**src/rtl/reset_vector_reader_pkg.sv**
```systemverilog
// Shared defaults and FSM encodings for the reset-vector readout reader.
// Field widths match the boot-ROM emulator's readout port.
package reset_vector_reader_pkg;

    localparam int ADDR_N_DEF  = 19;
    localparam int CHUNK_N_DEF = 2;
    localparam int IDX_N_DEF   = 5;
    localparam int DIV_DEF     = 4;
    localparam int TIMEOUT_DEF = 1024;

    localparam logic [2:0] ST_IDLE   = 3'd0;
    localparam logic [2:0] ST_WAIT_S = 3'd1;
    localparam logic [2:0] ST_SETUP  = 3'd2;
    localparam logic [2:0] ST_HOLD   = 3'd3;
    localparam logic [2:0] ST_DONE   = 3'd4;

    // Counter width for n states, never narrower than one bit.
    function automatic int cw(input int n);
        return (n <= 2) ? 1 : $clog2(n);
    endfunction

endpackage

```
**src/rtl/reset_vector_reader_sync2.sv**
```systemverilog
// Two-flop synchronizer for the emulator's asynchronous capture flag.
module reset_vector_reader_sync2 (
    input  logic clk_i,
    input  logic rst_ni,
    input  logic d_i,
    output logic q_o
);

    logic meta_q;
    logic sync_q;

    always_ff @(posedge clk_i or negedge rst_ni) begin
        if (!rst_ni) begin
            meta_q <= 1'b0;
            sync_q <= 1'b0;
        end else begin
            meta_q <= d_i;
            sync_q <= meta_q;
        end
    end

    assign q_o = sync_q;

endmodule

```
**src/rtl/reset_vector_reader.sv**
```systemverilog
// Walks the emulator's chunk index, strobes its readout clock and reassembles
// the captured CPU reset address from the returned chunks.
module reset_vector_reader
    import reset_vector_reader_pkg::*;
#(
    parameter int ADDR_N  = ADDR_N_DEF,
    parameter int CHUNK_N = CHUNK_N_DEF,
    parameter int IDX_N   = IDX_N_DEF,
    parameter int DIV     = DIV_DEF,
    parameter int TIMEOUT = TIMEOUT_DEF
) (
    input  logic               i_clk,
    input  logic               _rst,
    input  logic               i_start,
    input  logic               i_s,
    output logic               o_rclk,
    output logic [IDX_N-1:0]   o_ridx,
    input  logic [CHUNK_N-1:0] i_rdata,
    output logic [ADDR_N-1:0]  o_vaddr,
    output logic               o_valid,
    output logic               o_busy,
    output logic               o_err
);

    localparam int NCHUNK = (ADDR_N + CHUNK_N - 1) / CHUNK_N;
    localparam int SW     = NCHUNK * CHUNK_N;
    localparam int PH_W   = cw(DIV);
    localparam int TO_W   = cw(TIMEOUT);

    logic              s_sync;
    logic [2:0]        state_q, state_d;
    logic [PH_W-1:0]   ph_q, ph_d;
    logic [TO_W-1:0]   cnt_q, cnt_d;
    logic [IDX_N-1:0]  idx_q, idx_d;
    logic [SW-1:0]     shadow_q, shadow_d;
    logic              rclk_q, rclk_d;
    logic [IDX_N-1:0]  ridx_q, ridx_d;
    logic [ADDR_N-1:0] vaddr_q, vaddr_d;
    logic              valid_q, valid_d;
    logic              err_q, err_d;

    // Any set bit above the address width means the emulator returned garbage.
    function automatic logic pad_any(input logic [SW-1:0] sh);
        logic p;
        p = 1'b0;
        for (int b = ADDR_N; b < SW; b++) p = p | sh[b];
        return p;
    endfunction

    reset_vector_reader_sync2 u_sync (
        .clk_i  (i_clk),
        .rst_ni (_rst),
        .d_i    (i_s),
        .q_o    (s_sync)
    );

    always_comb begin
        state_d  = state_q;
        ph_d     = ph_q;
        cnt_d    = cnt_q;
        idx_d    = idx_q;
        shadow_d = shadow_q;
        vaddr_d  = vaddr_q;
        valid_d  = valid_q;
        err_d    = err_q;
        case (state_q)
            ST_IDLE: begin
                if (i_start) begin
                    state_d = ST_WAIT_S;
                    valid_d = 1'b0;
                    err_d   = 1'b0;
                    cnt_d   = '0;
                    idx_d   = '0;
                end
            end
            ST_WAIT_S: begin
                if (s_sync) begin
                    state_d = ST_SETUP;
                    idx_d   = '0;
                    ph_d    = '0;
                end else if (cnt_q == TO_W'(TIMEOUT - 1)) begin
                    state_d = ST_IDLE;
                    err_d   = 1'b1;
                    valid_d = 1'b0;
                end else begin
                    cnt_d = cnt_q + 1'b1;
                end
            end
            ST_SETUP: begin
                if (ph_q == PH_W'(DIV - 1)) begin
                    ph_d    = '0;
                    state_d = ST_HOLD;
                end else begin
                    ph_d = ph_q + 1'b1;
                end
            end
            ST_HOLD: begin
                if (ph_q == PH_W'(DIV - 1)) begin
                    ph_d = '0;
                    for (int k = 0; k < NCHUNK; k++) begin
                        if (idx_q == IDX_N'(k)) shadow_d[k*CHUNK_N +: CHUNK_N] = i_rdata;
                    end
                    if (idx_q == IDX_N'(NCHUNK - 1)) begin
                        state_d = ST_DONE;
                    end else begin
                        idx_d   = idx_q + 1'b1;
                        state_d = ST_SETUP;
                    end
                end else begin
                    ph_d = ph_q + 1'b1;
                end
            end
            ST_DONE: begin
                vaddr_d = shadow_q[ADDR_N-1:0];
                valid_d = 1'b1;
                err_d   = pad_any(shadow_q);
                state_d = ST_IDLE;
            end
            default: state_d = ST_IDLE;
        endcase
        // Readout clock and index are registered from the next state so both
        // move on the same edge; the index only changes with the clock high.
        rclk_d = (state_d != ST_HOLD);
        ridx_d = (state_d == ST_SETUP || state_d == ST_HOLD) ? idx_d : '0;
    end

    always_ff @(posedge i_clk or negedge _rst) begin
        if (!_rst) begin
            state_q  <= ST_IDLE;
            ph_q     <= '0;
            cnt_q    <= '0;
            idx_q    <= '0;
            shadow_q <= '0;
            rclk_q   <= 1'b1;
            ridx_q   <= '0;
            vaddr_q  <= '0;
            valid_q  <= 1'b0;
            err_q    <= 1'b0;
        end else begin
            state_q  <= state_d;
            ph_q     <= ph_d;
            cnt_q    <= cnt_d;
            idx_q    <= idx_d;
            shadow_q <= shadow_d;
            rclk_q   <= rclk_d;
            ridx_q   <= ridx_d;
            vaddr_q  <= vaddr_d;
            valid_q  <= valid_d;
            err_q    <= err_d;
        end
    end

    assign o_rclk  = rclk_q;
    assign o_ridx  = ridx_q;
    assign o_vaddr = vaddr_q;
    assign o_valid = valid_q;
    assign o_busy  = (state_q != ST_IDLE);
    assign o_err   = err_q;

endmodule
```
**config.mk**
```make
export PLATFORM = sky130hd
export DESIGN_NAME = reset_vector_reader
export DESIGN_NICKNAME = d
export VERILOG_FILES = /design/src/rtl/reset_vector_reader_pkg.sv /design/src/rtl/reset_vector_reader_sync2.sv /design/src/rtl/reset_vector_reader.sv
export SDC_FILE = /design/constraint.sdc
export NUM_CORES = 1
export LEC_CHECK = 0
export ABC_AREA = 1
export BUFFER_PORTS_ARGS = -buffer_cell sky130_fd_sc_hd__buf_2
export CAP_MARGIN = 5
export CORE_ASPECT_RATIO = 0.75
export CORE_UTILIZATION = 53
export DETAILED_ROUTE_END_ITERATION = 10
export PLACE_DENSITY = 0.72
export SLEW_MARGIN = 20
export SYNTH_ARGS = -nofsm -noshare
export SYNTH_HDL_FRONTEND = slang
export SYNTH_SLANG_ARGS = --single-unit
```
**constraint.sdc**
```tcl
create_clock -name i_clk -period 1.67 [get_ports i_clk]
set_input_delay 0.0835 -clock i_clk [delete_from_list [all_inputs] [get_ports i_clk]]
set_output_delay 0.0835 -clock i_clk [all_outputs]
set_load 0.005 [all_outputs]
```
==> flow_summary.json, run 1 <==
{
  "outcome": "completed",
  "timing.final.max_slew_violations": 0,
  "core-area_um2": 5497,
  "worstSetupEndpointType": "flop",
  "synth_edf_count": 0,
  "placement.io_buffers": 33,
  "postSynthCellCount": 331,
  "detail_route.drc_violations": 0,
  "synthToLayoutAreaGrowth_pct": 15.85,
  "dominant_combinational_cell_family_by_area_after_synthesis": "simple AND/OR/NAND/NOR gates",
  "hold_viol_final": 0,
  "final_period_minus_worst_setup_slack_ns": 1.528,
  "power_frac_comb_pct": 27.4,
  "fin_worst_skew_ns": 0.01195,
  "insertion_delay_of_the_later_clocked_pin_in_the_worst_skew_pair_ns": 0.35,
  "filler_cell_count": 461,
  "global_route.usage.total_pct": 21.61,
  "total_number_of_yosys_warnings": 0,
  "placed_instance_area_um2": 3378,
  "post-route-cell-area_um2": 3593,
  "synthesized_cell_area_um2": 3102,
  "slew-limit-headroom_pct": 67.17,
  "cts_num_sinks": 69,
  "fp.dieH_um": 68.25,
  "complex_gate_fraction_of_the_synthesized_area_pct": 5.849,
  "number_of_inserted_diodes": 0,
  "p_int_mw": 2.868,
  "ys_dominant_reg_cell": "sky130_fd_sc_hd__dfrtp_1",
  "routed_wl_mm": 6.056,
  "seqCellArea_um2": 1728,
  "antenna_found_initial": 0,
  "synth.lib_cells_used.distinct": 25,
  "max-cap-violations": 0,
  "cts_root_buffer": "sky130_fd_sc_hd__clkbuf_8",
  "cts_tree": "yes",
  "synth_seq_cells": 69,
  "max_frequency_mhz": 654.3,
  "postSynth.asyncResetShare_pct": 100.0,
  "report.final.setup_viol": 0,
  "place_congestion": 0.9045,
  "synth_simple_gate_area_share_pct": 22.55,
  "cts.reportedPaths.clkPinSlew_ns": 0.08,
  "setup.reg_to_reg.worst_slack_ns": 0.14,
  "syn_nets": 343,
  "max-clock-path-buffers": 2,
  "antenna_violating_nets_post_route": 0,
  "worstMarginPinSlew_ns": 0.4924,
  "floorplan.rows": 23,
  "p_leak_nw": 1.972,
  "timing_worst_setup_path_type": "reg2reg",
  "io-pin-count": 34,
  "totalNegativeSetupSlack_ns": 0,
  "period_share_pct": 91.52,
  "timing.critical_path.fanout_max": 13,
  "synthXorXnorAreaFrac_pct": 1.129,
  "avgRoutedWirePerCell_um": 13.19,
  "drive_above_1_share_pct": 23.44,
  "multi_input_area_um2": 1212,
  "arrival_ns": 1.73,
  "grt_pass1_vias": 2127,
  "sequentialPowerShare_pct": 45.9,
  "via_cell_ratio": 5.041,
  "powerDensity_nw_per_um2": 1247,
  "first_pass_iters": 4,
  "grt_pass1_wl_mm": 10.15,
  "worst-endpoint-required_ns": 1.87,
  "grt_overflow": 0,
  "netlist.top_cell.by_area": "sky130_fd_sc_hd__dfrtp_1",
  "rsz0062_at_grt": "no",
  "drt_iter0_drc": 113,
  "fin_total_pwr_mw": 4.483,
  "die_area_um2": 6165,
  "power_switching_share_pct": 36.03,
  "clockPowerShare_pct": 26.6,
  "syn-mean-instance-area_um2": 9.371,
  "worst_ir_drop_vdd_uv": 943.7,
  "die-width_um": 90.34,
  "dp_hpwl_mm": 4.380,
  "synth.mux.area_fraction_pct": 6.898,
  "grt_max_degree": 50,
  "initial_util_pct": 56.43,
  "synth_largest_type_area_fraction_pct": 54.86,
  "cts_made_buffers": 9,
  "synth_seq_area_share_pct": 55.71,
  "worst_setup_path_start_kind": "flop",
  "fin_hold_ws_ns": 0.1748,
  "synth-adder-area-share_pct": 2.420,
  "nNetsFinal": 391,
  "hold_crit_path_type": "in2reg",
  "net-switching-power_mw": 1.615,
  "via_count": 2314,
  "top_cells_by_area_in_the_synthesized_netlist": "sky130_fd_sc_hd__dfrtp_1 (55%), sky130_fd_sc_hd__nand2_1 (12%), sky130_fd_sc_hd__mux2_2 (6.9%)",
  "htree_num_levels": 3
}
-- cell usage after synthesis, types with 2 or more instances --
cell and n:
sky130_fd_sc_hd__inv_1 32, sky130_fd_sc_hd__nand3_1 23, sky130_fd_sc_hd__buf_4 3, sky130_fd_sc_hd__mux2_2 19, sky130_fd_sc_hd__nor2_4 3, sky130_fd_sc_hd__ha_1 6
sky130_fd_sc_hd__nor3_1 2, sky130_fd_sc_hd__a21oi_1 6, sky130_fd_sc_hd__o21ai_1 2, sky130_fd_sc_hd__nand2_2 3, sky130_fd_sc_hd__o21ai_0 25, sky130_fd_sc_hd__xor2_1 4
sky130_fd_sc_hd__nand4_1 2, sky130_fd_sc_hd__dfrtp_1 68, sky130_fd_sc_hd__nand2_1 103, sky130_fd_sc_hd__nand3_2 2, sky130_fd_sc_hd__buf_6 2, sky130_fd_sc_hd__nor2_1 19
-- power groups by stage --
stage          logic (mW)  registers, mW  clock network (mW)
2_1_floorplan       0.847           2.08                   0
3_3_place_gp         1.15           2.09                   0
3_5_place_dp         1.17           2.09                   0
4_1_cts              1.18           2.06                1.22
5_1_grt              1.42           2.09                1.29
6_report             1.23           2.06                1.19
-- cell usage in the layout (no fill, tap or decap), types with 2 or more instances in the layout --
cell	count
sky130_fd_sc_hd__nand2_1	103
sky130_fd_sc_hd__dfrtp_1	68
sky130_fd_sc_hd__buf_2	33
sky130_fd_sc_hd__inv_1	32
sky130_fd_sc_hd__o21ai_0	25
sky130_fd_sc_hd__nand3_1	23
sky130_fd_sc_hd__mux2_2	19
sky130_fd_sc_hd__nor2_1	18
sky130_fd_sc_hd__clkbuf_8	9
sky130_fd_sc_hd__a21oi_1	6
sky130_fd_sc_hd__ha_1	6
sky130_fd_sc_hd__buf_4	5
sky130_fd_sc_hd__xor2_1	4
sky130_fd_sc_hd__nor2_4	3
sky130_fd_sc_hd__clkinv_2	3
sky130_fd_sc_hd__nand2_2	2
sky130_fd_sc_hd__nand3_2	2
sky130_fd_sc_hd__nor2_2	2
sky130_fd_sc_hd__nand4_1	2
sky130_fd_sc_hd__o21ai_1	2
sky130_fd_sc_hd__nor3_1	2
sky130_fd_sc_hd__inv_6	2
sky130_fd_sc_hd__dlygate4sd3_1	2
sky130_fd_sc_hd__buf_12	2
-- flip-flops by register name (all words and copies together), names as in the netlist --
register,cells
cnt_q,10
idx_q,5
o_err,1
o_rclk,1
o_ridx,5
o_vaddr,19
o_valid,1
ph_q,2
shadow_q,20
state_q,3
u_sync.meta_q,1
u_sync.q_o,1
-- routing by layer --
| metal | routed length, um | share of wire [%] | up-vias | global-route usage (%) |
|---|---|---|---|---|
| met3 | 312 | 5.2 | 6 | 5.667 |
| met1 | 3139 | 52 | 1089 | 31.37 |
| met4 | 40 | 0.66 | 0 | 7.460 |
| met2 | 2563 | 42 | 57 | 31.49 |
| met5 | 0 | 0 | - | 0 |
| li1 | - | - | 1162 | - |
-- critical path, cell delays in order, from the launching register on --
cell and delay (ns):
sky130_fd_sc_hd__dfrtp_1 0.43, sky130_fd_sc_hd__inv_2 0.09, sky130_fd_sc_hd__nand3_2 0.11, sky130_fd_sc_hd__inv_1 0.31
sky130_fd_sc_hd__nand3_1 0.23, sky130_fd_sc_hd__nand2_1 0.12, sky130_fd_sc_hd__o21ai_0 0.10
-- cells by family (layout without fill, tap and decap cells) --
kind of cell             after synthesis  after routing
AO/OA/AOI/OAI                         35             35
flip-flops                            69             69
multiplexers                          19             19
buffers and inverters                 38             91
AND/OR/NAND/NOR                      160            160
XOR/XNOR                               4              4
adder cells (fa/ha/maj)                6              6
-- final timing paths --
check / startpoint / endpoint / depth (start not counted)
setup / recovery: state_q[2] / shadow_q[15] / 6
min in group asynchronous: _rst / cnt_q[3] / 2
hold reg to reg: u_sync.meta_q / u_sync.q_o / 0
setup reg to reg: state_q[2] / shadow_q[15] / 6
max in group asynchronous: _rst / o_vaddr[2] / 3
hold / removal: i_rdata[0] / shadow_q[12] / 3
-- area by class of cell --
| type | count | share of cell area, % |
|---|---|---|
| Clock buffer | 9 | 3.447 |
| Clock inverter | 7 | 1.358 |
| Inverter | 33 | 3.447 |
| Multi-Input combinational cell | 224 | 33.74 |
| Sequential cell | 69 | 48.08 |
| Tap cell | 75 | 2.611 |
| Timing Repair Buffer | 42 | 7.312 |
-- repair_timing --
action / in CTS / in global routing
hold buffers: 2 / 0
buffers inserted: 0 / 2
endpoints found under the setup margin: 0 / 10
gates resized for setup: 0 / 2
endpoints found under the hold margin: 20 / 0
-- stage by stage --
step / util (%) / setup WS (ns) / cells
6_report: 65.38 / 0.1417 / 459
4_1_cts: 64.97 / 0.1283 / 457
3_5_place_dp: 61.46 / 0.1382 / 439
3_3_place_gp: 61.46 / 0.1616 / 439
2_1_floorplan: - / 0.2599 / 331
5_1_grt: 65.38 / 0.01653 / 459
Power figures use the tool's default switching activity.
==> inputs of run 2 (changes only) <==
- CORE_MARGIN: unset -> 5
==> run 2 against run 1 <==
Compared with the run above: routed wire length down 1.1%; die area up 22%; global-route usage down 4.0 points; clock power up 12%; combinational power down 6%; sequential cell count unchanged; count of clock-buffer cells in the layout unchanged; critical path depth up 2; sequential power about the same.
==> flow_summary.json, run 2 (synthesis results as in run 1) <==
{
  "core-area_um2": 5736,
  "power_frac_comb_pct": 25.4,
  "totalNegativeSetupSlack_ns": 0,
  "timing_worst_setup_path_type": "reg2reg",
  "number_of_inserted_diodes": 0,
  "grt_pass1_vias": 2135,
  "fin_hold_ws_ns": 0.1808,
  "outcome": "completed",
  "drive_above_1_share_pct": 22.83,
  "place_congestion": 0.8721,
  "setup.reg_to_reg.worst_slack_ns": 0.15,
  "first_pass_iters": 4,
  "cts.reportedPaths.clkPinSlew_ns": 0.08,
  "worstSetupPathDepth": 8,
  "detail_route.drc_violations": 0,
  "grt_pass1_wl_mm": 10.47,
  "hold_viol_final": 0,
  "io-pin-count": 34,
  "cts_root_buffer": "sky130_fd_sc_hd__clkbuf_8",
  "drt_iter0_drc": 116,
  "floorplan.rows": 24,
  "min_path_cells": 3,
  "p_int_mw": 2.979,
  "via_count": 2269,
  "net-switching-power_mw": 1.589,
  "top_register": "shadow_q",
  "crit_buf_inv": 0,
  "cts_num_sinks": 69,
  "die-width_um": 98.34,
  "fp.dieH_um": 76.25,
  "worst-endpoint-required_ns": 1.92,
  "rsz0062_at_grt": "no",
  "routed_wl_mm": 5.992,
  "timing.critical_path.fanout_max": 5,
  "period_share_pct": 91.16,
  "largest_register_ff_count": 20,
  "grt_max_degree": 70,
  "final_cells": 459,
  "hold_crit_path_type": "in2reg",
  "final.setup.worst_slack_ns": 0.1476,
  "worst_setup_path_start_kind": "flop",
  "worst_ir_drop_vdd_uv": 728.4,
  "postLayoutCoreUtil_pct": 62.72,
  "timing.final.max_slew_violations": 0,
  "fin_worst_skew_ns": 0.01074,
  "post-cts-setup-buffer-count": 0,
  "report.final.setup_viol": 0,
  "worstMarginPinSlew_ns": 0.3912,
  "antenna_found_initial": 0,
  "cts_made_buffers": 9,
  "dp_hpwl_mm": 4.330,
  "final_period_minus_worst_setup_slack_ns": 1.522,
  "insertion_delay_of_the_later_clocked_pin_in_the_worst_skew_pair_ns": 0.35,
  "placement.io_buffers": 33,
  "mostFrequentLayoutCells": "sky130_fd_sc_hd__nand2_1 (103), sky130_fd_sc_hd__dfrtp_1 (68), sky130_fd_sc_hd__buf_2 (33)",
  "mostFrequentLayoutCell": "sky130_fd_sc_hd__nand2_1",
  "cts_tree": "yes",
  "worst_path_dominant_cell_family": "simple AND/OR/NAND/NOR gates",
  "max-clock-path-buffers": 2,
  "preCtsSetupSlack_ns": 0.1552,
  "post-route-cell-area_um2": 3597,
  "nNetsFinal": 388,
  "p_leak_nw": 1.961,
  "cpMostUsedCell": "sky130_fd_sc_hd__nand2_1",
  "synthToLayoutAreaGrowth_pct": 15.97,
  "worstSetupEndpointType": "flop",
  "placed_instance_area_um2": 3374,
  "crit_path_top_delay_cell": "sky130_fd_sc_hd__dfrtp_1",
  "slew-limit-headroom_pct": 73.64,
  "max_frequency_mhz": 656.8,
  "critPathMaxStageDelay_ns": 0.41,
  "die_area_um2": 7498,
  "initial_util_pct": 54.08,
  "rr_worst_depth": 8,
  "sequentialPowerShare_pct": 45.4,
  "fin_total_pwr_mw": 4.568,
  "max-cap-violations": 0,
  "crit_path_cell_trace": "ha_1 > nand2_1 > nor2_4 > nand3_1 > nand2_1 > nand2_1 > nand3_1 > nand2_1",
  "via_cell_ratio": 4.943,
  "avgRoutedWirePerCell_um": 13.05,
  "arrival_ns": 1.77,
  "power_switching_share_pct": 34.78,
  "powerDensity_nw_per_um2": 1270,
  "global_route.usage.total_pct": 17.60,
  "grt_overflow": 0,
  "clockPowerShare_pct": 29.2,
  "place.detailed.instances": 441,
  "htree_num_levels": 3,
  "antenna_violating_nets_post_route": 0
}
[run 2: cell types whose count changed in the layout (fill, tap and decap cells not counted), sizes merged]
cell	previous run	this run
bufinv	0	1
inv	35	33
clkinvlp	1	2
buf	40	37
[run 2: per-layer routing]
layer | track usage (%) | part of all wire [%]
met2 | 24.70 | 42
met3 | 7.411 | 5.8
met1 | 25.21 | 52
met4 | 4.502 | 0.92
met5 | 0 | 0
[run 2: tightest hold or removal path, stage by stage]
cell	delay, ns
sky130_fd_sc_hd__buf_2	0.07
sky130_fd_sc_hd__inv_1	0.15
sky130_fd_sc_hd__o21ai_0	0.19
[run 2: layout make-up]
class | count | area [um2]
timing repair buffer | 39 | 240.2
fill | 477 | 2138
inverter | 33 | 123.9
clock buffer | 9 | 123.9
multi-input combinational | 224 | 1207
clock inverter | 7 | 76.32
sequential | 69 | 1728
tap | 78 | 97.59
[run 2: path summary, 6_finish.rpt]
path,end,from
max,cnt_q[6],cnt_q[1]
min,shadow_q[8],i_rdata[0]
max reg2reg,cnt_q[6],cnt_q[1]
min reg2reg,u_sync.q_o,u_sync.meta_q
max in group asynchronous,o_rclk,_rst
min in group asynchronous,u_sync.q_o,_rst
[run 2: power by group through the flow]
| stage | registers, mW | logic, mW | clock network (mW) |
|---|---|---|---|
| 2_1_floorplan | 2.08 | 0.847 | 0 |
| 3_3_place_gp | 2.10 | 1.12 | 0 |
| 3_5_place_dp | 2.10 | 1.16 | 0 |
| 4_1_cts | 2.07 | 1.16 | 1.37 |
| 5_1_grt | 2.10 | 1.34 | 1.45 |
| 6_report | 2.08 | 1.16 | 1.33 |
[run 2: repair_timing]
item,in CTS,in global routing
hold buffers,2,0
setup endpoints to repair,0,4
hold endpoints to repair,69,0
gates resized for setup,0,1
